File: src/rtl/alu_pkg.sv
`default_nettype none
// ============================================================================
// Module      : alu_pkg
// Description : Shared definitions for the ALU sequencer: opcodes, ALU
//               operation select codes, FSM state encoding and flag bit
//               positions inside the {V,Z,C} flag register.
// Revision    : 1.0 - initial release
// ============================================================================
package alu_pkg;

    // Program-word opcodes (instr[7:4])
    localparam logic [3:0] OP_NOP  = 4'h0;
    localparam logic [3:0] OP_ADD  = 4'h1;
    localparam logic [3:0] OP_SUB  = 4'h2;
    localparam logic [3:0] OP_AND  = 4'h3;
    localparam logic [3:0] OP_OR   = 4'h4;
    localparam logic [3:0] OP_NOT  = 4'h5;
    localparam logic [3:0] OP_SHL2 = 4'h6;
    localparam logic [3:0] OP_SHR2 = 4'h7;
    localparam logic [3:0] OP_LDI  = 4'h8;
    localparam logic [3:0] OP_JZ   = 4'h9;
    localparam logic [3:0] OP_JC   = 4'hA;
    localparam logic [3:0] OP_JMP  = 4'hB;
    localparam logic [3:0] OP_HALT = 4'hF;

    // ALU operation select codes
    localparam logic [3:0] ALU_NONE = 4'b0000;
    localparam logic [3:0] ALU_ADD  = 4'b0001;
    localparam logic [3:0] ALU_SUB  = 4'b0010;
    localparam logic [3:0] ALU_AND  = 4'b0101;
    localparam logic [3:0] ALU_OR   = 4'b0110;
    localparam logic [3:0] ALU_NOT  = 4'b0111;
    localparam logic [3:0] ALU_SHL  = 4'b1000;
    localparam logic [3:0] ALU_SHR  = 4'b1100;

    // Flag register bit positions: flags = {V,Z,C}
    localparam int FLAG_V = 2;
    localparam int FLAG_Z = 1;
    localparam int FLAG_C = 0;

    typedef enum logic [2:0] {
        ST_IDLE      = 3'd0,
        ST_FETCH     = 3'd1,
        ST_DECODE    = 3'd2,
        ST_EXECUTE   = 3'd3,
        ST_WRITEBACK = 3'd4,
        ST_HALT      = 3'd5
    } state_t;

endpackage : alu_pkg
`default_nettype wire

File: src/rtl/alu_decode.sv
`default_nettype none
// ============================================================================
// Module      : alu_decode
// Description : Combinational opcode decoder. Maps an opcode to the ALU
//               operation select and classifies it as ALU / jump / load-
//               immediate / halt. Undefined opcodes decode as NOP.
// Ports       : opcode   in  4  instruction opcode field
//               alu_ctrl out 4  ALU select (0000 for non-ALU opcodes)
//               is_alu   out 1  ALU operation needing writeback
//               is_jump  out 1  JZ / JC / JMP
//               is_ldi   out 1  load immediate
//               is_halt  out 1  halt
// Revision    : 1.0 - initial release
// ============================================================================
module alu_decode
    import alu_pkg::*;
(
    input  logic [3:0] opcode,
    output logic [3:0] alu_ctrl,
    output logic       is_alu,
    output logic       is_jump,
    output logic       is_ldi,
    output logic       is_halt
);

    always_comb begin
        alu_ctrl = ALU_NONE;
        is_alu   = 1'b0;
        is_jump  = 1'b0;
        is_ldi   = 1'b0;
        is_halt  = 1'b0;
        case (opcode)
            OP_ADD:  begin alu_ctrl = ALU_ADD; is_alu = 1'b1; end
            OP_SUB:  begin alu_ctrl = ALU_SUB; is_alu = 1'b1; end
            OP_AND:  begin alu_ctrl = ALU_AND; is_alu = 1'b1; end
            OP_OR:   begin alu_ctrl = ALU_OR;  is_alu = 1'b1; end
            OP_NOT:  begin alu_ctrl = ALU_NOT; is_alu = 1'b1; end
            OP_SHL2: begin alu_ctrl = ALU_SHL; is_alu = 1'b1; end
            OP_SHR2: begin alu_ctrl = ALU_SHR; is_alu = 1'b1; end
            OP_LDI:  is_ldi  = 1'b1;
            OP_JZ,
            OP_JC,
            OP_JMP:  is_jump = 1'b1;
            OP_HALT: is_halt = 1'b1;
            default: ;
        endcase
    end

endmodule : alu_decode
`default_nettype wire

File: src/rtl/alu_sequencer.sv
`default_nettype none
// ============================================================================
// Module      : alu_sequencer
// Description : Fetch/decode/execute controller for a 4-bit ALU. Steps
//               through a synchronous program ROM, drives the ALU and
//               latches its result into an accumulator and flag register.
// Ports       : clk, reset          clock, synchronous active-high reset
//               start               begin execution from pc=0 (IDLE only)
//               pc / instr          ROM address / ROM word (1-cycle latency)
//               ALU_control/Ain/Bin ALU operation and operands
//               ACC_out, V, Z, C    ALU result and flags
//               acc, flags          accumulator, latched {V,Z,C}
//               busy, halted        FETCH..WRITEBACK / HALT status
// Revision    : 1.0 - initial release
// ============================================================================
module alu_sequencer
    import alu_pkg::*;
#(
    parameter int PC_W   = 4,
    parameter int DATA_W = 4
) (
    input  logic              clk,
    input  logic              reset,
    input  logic              start,
    output logic [PC_W-1:0]   pc,
    input  logic [7:0]        instr,
    output logic [3:0]        ALU_control,
    output logic [DATA_W-1:0] Ain,
    output logic [DATA_W-1:0] Bin,
    input  logic [DATA_W-1:0] ACC_out,
    input  logic              V,
    input  logic              Z,
    input  logic              C,
    output logic [DATA_W-1:0] acc,
    output logic [2:0]        flags,
    output logic              busy,
    output logic              halted
);

    state_t            state, state_n;
    logic [PC_W-1:0]   pc_n, pc_inc;
    logic [DATA_W-1:0] acc_n;
    logic [2:0]        flags_n;
    logic [7:0]        ir, ir_n;

    logic [3:0] dec_ctrl;
    logic       is_alu, is_jump, is_ldi, is_halt;
    logic       jump_taken;

    alu_decode u_decode (
        .opcode   (ir[7:4]),
        .alu_ctrl (dec_ctrl),
        .is_alu   (is_alu),
        .is_jump  (is_jump),
        .is_ldi   (is_ldi),
        .is_halt  (is_halt)
    );

    // Wraps naturally modulo 2**PC_W
    assign pc_inc = pc + PC_W'(1);

    // Conditional jumps test the latched flags, never the live ALU outputs
    always_comb begin
        jump_taken = 1'b0;
        case (ir[7:4])
            OP_JZ:   jump_taken = flags[FLAG_Z];
            OP_JC:   jump_taken = flags[FLAG_C];
            OP_JMP:  jump_taken = 1'b1;
            default: jump_taken = 1'b0;
        endcase
    end

    always_comb begin
        state_n = state;
        pc_n    = pc;
        acc_n   = acc;
        flags_n = flags;
        ir_n    = ir;
        case (state)
            ST_IDLE: begin
                if (start) state_n = ST_FETCH;
            end
            ST_FETCH: begin
                state_n = ST_DECODE;
            end
            ST_DECODE: begin
                // ROM word for the pc presented in FETCH is valid now
                ir_n    = instr;
                state_n = ST_EXECUTE;
            end
            ST_EXECUTE: begin
                if (is_alu) begin
                    state_n = ST_WRITEBACK;
                end else if (is_halt) begin
                    state_n = ST_HALT;
                end else if (is_ldi) begin
                    acc_n   = DATA_W'(ir[3:0]);
                    pc_n    = pc_inc;
                    state_n = ST_FETCH;
                end else if (is_jump) begin
                    pc_n    = jump_taken ? PC_W'(ir[3:0]) : pc_inc;
                    state_n = ST_FETCH;
                end else begin
                    pc_n    = pc_inc;
                    state_n = ST_FETCH;
                end
            end
            ST_WRITEBACK: begin
                acc_n   = ACC_out;
                flags_n = {V, Z, C};
                pc_n    = pc_inc;
                state_n = ST_FETCH;
            end
            ST_HALT: begin
                state_n = ST_HALT;
            end
            default: begin
                state_n = ST_IDLE;
            end
        endcase
    end

    always_ff @(posedge clk) begin
        if (reset) begin
            state <= ST_IDLE;
            pc    <= '0;
            acc   <= '0;
            flags <= '0;
            ir    <= '0;
        end else begin
            state <= state_n;
            pc    <= pc_n;
            acc   <= acc_n;
            flags <= flags_n;
            ir    <= ir_n;
        end
    end

    // ir and acc are held across EXECUTE and WRITEBACK, so the ALU inputs
    // and select stay stable while the result is captured.
    assign ALU_control = (state == ST_EXECUTE || state == ST_WRITEBACK) ? dec_ctrl : ALU_NONE;
    assign Ain         = acc;
    assign Bin         = DATA_W'(ir[3:0]);
    assign busy        = (state == ST_FETCH)   || (state == ST_DECODE) ||
                         (state == ST_EXECUTE) || (state == ST_WRITEBACK);
    assign halted      = (state == ST_HALT);

endmodule : alu_sequencer
`default_nettype wire

File: config.mk
export PLATFORM = sky130hd
export DESIGN_NAME = alu_sequencer
export DESIGN_NICKNAME = d
export VERILOG_FILES = /design/src/rtl/alu_pkg.sv /design/src/rtl/alu_decode.sv /design/src/rtl/alu_sequencer.sv
export SDC_FILE = /design/constraint.sdc
export NUM_CORES = 1
export LEC_CHECK = 0
export CAP_MARGIN = 20
export CORE_UTILIZATION = 44
export CTS_BUF_LIST = sky130_fd_sc_hd__clkbuf_4 sky130_fd_sc_hd__clkbuf_8
export DETAILED_ROUTE_END_ITERATION = 7
export DONT_BUFFER_PORTS = 1
export GPL_TIMING_DRIVEN = 0
export HOLD_SLACK_MARGIN = 0.02
export PLACE_DENSITY_LB_ADDON = 0.2
export SLEW_MARGIN = 20
export SYNTH_ARGS = -nofsm -noshare
export SYNTH_HDL_FRONTEND = slang
export SYNTH_SLANG_ARGS = --single-unit
File: constraint.sdc
create_clock -name clk -period 2.3 [get_ports clk]
set_clock_uncertainty 0.15 [all_clocks]
set_input_delay 0.115 -clock clk [delete_from_list [all_inputs] [get_ports clk]]
set_output_delay 0.115 -clock clk [all_outputs]
set_load 0.005 [all_outputs]
== Word-level counts from Yosys, hierarchy flattened ==
Cells that the tools add are included.
Operators by class
  $add $sub $neg: 1
  equality and inequality tests: 21
  multiplexer cells: 21
  reduce and logical (&&, ||, !) cells: 10
Operators by type and width (number)
  4-bit 2-to-1 mux: 9
  4-bit case mux with 7 select lines: 1
  4-bit == test (second input constant): 5
  3-bit case mux with 6 select lines: 1
  4-bit by 3-bit == test with 1-bit output (second input constant): 4
  4-bit case mux with 2 select lines: 2
  3-bit 2-to-1 mux: 3
  4-bit by 2-bit == test with 1-bit output (second input constant): 2
  2-bit inequality test (second input constant): 4
  7-bit OR reduction: 1
  3-bit by 2-bit == test with 1-bit output (second input constant): 2
  3-bit == test (second input constant): 2
  4-bit by 1-bit adder with 4-bit output (second input constant): 1
  4-bit by 1-bit == test with 1-bit output (second input constant): 1
  1-bit logical OR: 4
  1-bit 2-to-1 mux: 4
  4-bit AND reduction: 1
  3-bit by 1-bit == test with 1-bit output (second input constant): 1
  3-bit zero test: 1
  1-bit case mux with 3 select lines: 1
  3-bit AND reduction: 1
  3-bit OR reduction: 1
  2-bit nonzero test: 1
Word-level totals
  input port bits: 18
  register bits: 22
  logic and storage cells: 58
  output and inout port bits: 25

== Longest topological paths before layout ==
  word-level depth: 8
  gate-level depth with buffers: 6
  mapped depth without buffers: 5

== Cells and area by module ==
Synthesis repeated with hierarchy kept, for this count alone.
Second synthesis, totals
  cell total of the unflattened synthesis: 141
  area, all modules: 1237.4 um^2
Modules (own cells, without submodules)
  alu_sequencer: cells an instance 125, sequential area each 440.4 um^2, area each 1153.6 um^2, times used 1
  alu_decode: cells an instance 16, sequential area each 0.0 um^2, area each 83.8 um^2, times used 1

== Worst setup path after synthesis ==
Ideal clock, no wire load.
  path type: reg-to-reg
  from: register state[2]
  to: register pc[0]
  path slack: 0.319 ns
  stages on the path, launching flop included: 6
  arrival time: 1.757 ns
  library setup time: 0.074 ns
  buffers on the path: 1
  cell sequence: dfxtp_1 -> nor3b_2 -> or4_1 -> buf_2 -> or4b_1 -> a31oi_1
Between the ends
  longest elaborated chain between the ends: 3
  elaborated cells on any way between the ends: 7
Ends and longest elaborated chain
  start, declared: RTL line alu_sequencer.sv:40  | state_t state, state_n;
  start signal, assigned: RTL line alu_sequencer.sv:131  | state <= state_n;
  3-bit by 2-bit == test with 1-bit output or 3-bit == test (tied branches): RTL line alu_sequencer.sv:79  | case (state)
  2-bit inequality test (no source line) or 2-bit nonzero test (tied branches)
  3-bit AND reduction (no source line)
  end signal, assigned: RTL line alu_sequencer.sv:132  | pc <= pc_n;
  end, declared: RTL line alu_sequencer.sv:25  | output logic [PC_W-1:0] pc,
Parallel ways exist; a longest one is shown, timed or not.
A chain may end at the register's enable or synchronous reset.

== Worst setup path in the final report ==
Same ends and word-level chain as after synthesis.

==> flow_metrics.tcl <==
set metrics [dict create \
    drtIter0Drc 7 \
    clock_latency_ns 0.31 \
    wire_per_inst_um 13.8 \
    dieArea_um2 2920 \
    synth_fp_nets 155 \
    power_density_nw_per_um2 824 \
    end_kind "flip-flop" \
    fp.dieW_um 54.1 \
    hold_path.class "in -> reg" \
    fp-row-count 18 \
    synth_area_um2 1190 \
    fin_crit_sh_pct 95.0 \
    route.detailed.drc 0 \
    critPathRequiredTime_ns 2.40 \
    use_met3_pct 3.67 \
    layout-drive-gt1-share_pct 12.7 \
    drv_cap 0 \
    ys_seq_area_share_pct 36.9 \
    vias 1024 \
    final_max_slew_viol_count 0 \
    area_growth_pct 21.8 \
    relSlewSlack_pct 60.8 \
    place_congestion 0.747 \
    grt_pass1_wl_mm 4.22 \
    met2_usage_pct 35.0 \
    outcome "completed" \
    n_antenna_cell 0 \
    via_per_inst 5.48 \
    antenna_left 0 \
    max_clock_freq_ghz 0.458 \
    totalWireLength_mm 2.59 \
    use_met1_pct 23.5 \
    path_max_fanout 10 \
    worst-r2r-cell-count 5 \
    min_period_ns 2.18 \
    pre_cts_ws_ns 0.153 \
    yosys_warnings 0 \
    cts_setup_buffers 0 \
    tightestPinTransition_ns 0.588 \
    dpl_cell_area_um2 1230 \
    core_area_um2 2520 \
    hold_viol_final 0 \
    start_util_pct 47.3 \
    setup_ws_ns 0.116 \
    rsz0062_at_grt "no" \
    ir_drop_uv 546 \
    stdcell_area_um2 1450 \
    tritoncts "built" \
    dp_hpwl_mm 1.83 \
    clkTransAtPathRegs_ns 0.13 \
    grt_overflow 0 \
    cts_resized 0 \
    ys_ff_latch 22 \
    root_buffer "clkbuf_4" \
    drt_pass1_iterations 4 \
    synth_cell_type_count 32 \
    syn_inst 136 \
    critPathLaunchType "flip-flop" \
    cts_sinks 22 \
    crit_type "reg -> reg" \
    syn_avg_cell_area_um2 8.77 \
    port_buffers 0 \
    htreeDepth 1 \
    grt_pass1_vias 996 \
    antenna_found_initial 0 \
    dieHeight_um 54.1 \
    tns_ns 0 \
    gr-usage-all-layers_pct 19.8 \
    critical_path_arrival_ns 2.29 \
    io_pins 43 \
    whs_path_depth 2 \
    clock_path_buffers 2 \
    top_usage_layer "met2" \
    setup_viol 0 \
    nets 177 \
    grt_max_degree 14 \
    leakage_nw 0.528 \
    cts_made_buffers 3 \
]
## final timing paths
kind | startpoint | to | slack (ns)
max | state[2] | pc[0] | 0.12
min | reset | ir[6] | 0.05
max reg2reg | state[2] | pc[0] | 0.12
min reg2reg | pc[3] | pc[3] | 0.37
## synth_stat cells
cell type	number	area, um2
and3b_1	1	8.76
o2bb2ai_1	1	8.76
o21ai_0	4	20.0
o211a_1	1	10.0
or4b_1	2	20.0
o32ai_1	2	17.5
a31o_2	1	8.76
a21boi_0	1	7.51
nor3b_2	1	12.5
inv_1	4	15.0
buf_2	3	15.0
nand3_1	2	10.0
and2_1	1	6.26
o21bai_1	2	15.0
mux2i_1	20	200
nor2_1	22	82.6
mux2_2	1	11.3
nor2b_1	3	18.8
nand2b_1	2	12.5
nand2_1	5	18.8
a211oi_1	7	52.6
buf_4	9	67.6
dfxtp_1	22	440
or4_1	1	7.51
clkbuf_1	5	18.8
nor4_1	2	12.5
a31oi_1	2	12.5
nor3_1	4	20.0
ha_1	1	12.5
a21oi_1	1	5.00
or2_2	1	6.26
xnor2_1	2	17.5
## state kept, by name (all words and copies together), names as in the netlist
signal	count
Ain	4
flags	3
ir	8
pc	4
state	3
## layout make-up
| class | instances | area [um2] |
|---|---|---|
| Tap cell | 30 | 37.5 |
| Clock buffer | 3 | 22.5 |
| Multi-Input combinational cell | 93 | 636 |
| Clock inverter | 1 | 30.0 |
| Buffer | 17 | 101 |
| Sequential cell | 22 | 440 |
| Timing Repair Buffer | 17 | 170 |
| Fill cell | 248 | 1070 |
| Inverter | 4 | 15.0 |
## metal layers
layer | share of wire [%] | vias up
met5 | 0 | -
met4 | 2.0 | 0
met3 | 6.2 | 6
met2 | 47 | 38
met1 | 44 | 465
li1 | - | 515
## cells in the final DEF, fill, tap and decap left out, types with 3 or more instances in the layout
master         synthesis  routed
dfxtp_1               22      22
nor3_1                 4       4
buf_2                  3       3
o21ai_0                4       4
a211oi_1               7       7
nor2b_1                3       3
inv_1                  4       4
buf_4                  9       9
nand2_1                5       5
clkbuf_1               5       5
dlygate4sd3_1          0      17
nor2_1                22      22
mux2i_1               20      20
clkbuf_4               0       3
## metrics by stage
stage          utilization, %  power [mW]  hold slack, ns  cells
2_1_floorplan               -       0.812          0.0840    136
3_3_place_gp             48.8       0.872          0.0942    166
3_5_place_dp             48.8       0.885          0.0987    166
4_1_cts                  57.6        1.21          0.0575    187
5_1_grt                  57.6        1.28          0.0949    187
6_report                 57.6        1.20          0.0525    187
## cells by family (layout without fill, tap and decap cells)
logic type | count (synthesis) | count (layout) | share of synthesized area [%]
fa+ha+maj | 1 | 1 | 1.05
buf+inv | 21 | 42 | 9.76
flops | 22 | 22 | 36.9
mux | 21 | 21 | 17.7
xor+xnor | 2 | 2 | 1.47
compound gates | 22 | 22 | 13.2
simple gates | 47 | 47 | 19.8
## what timing repair did
item | 4_1_cts | 5_1_grt
hold buffers | 17 | 0
setup endpoints to repair | 0 | 0
endpoints found under the hold margin | 19 | 0
## critical path, stage by stage, from the launching register on
cell and delay [ns]:
dfxtp_1 0.44, nor3b_2 0.27, buf_2 0.33, mux2i_1 0.24, or4b_1 0.55, a31oi_1 0.16
## power by group
part / switching, mW / internal (mW) / total [mW]
Clock: 0.120 / 0.176 / 0.297
Combinational: 0.206 / 0.195 / 0.400
Sequential: 0.0629 / 0.438 / 0.500
No activity file was read; power rests on OpenSTA's default activity.
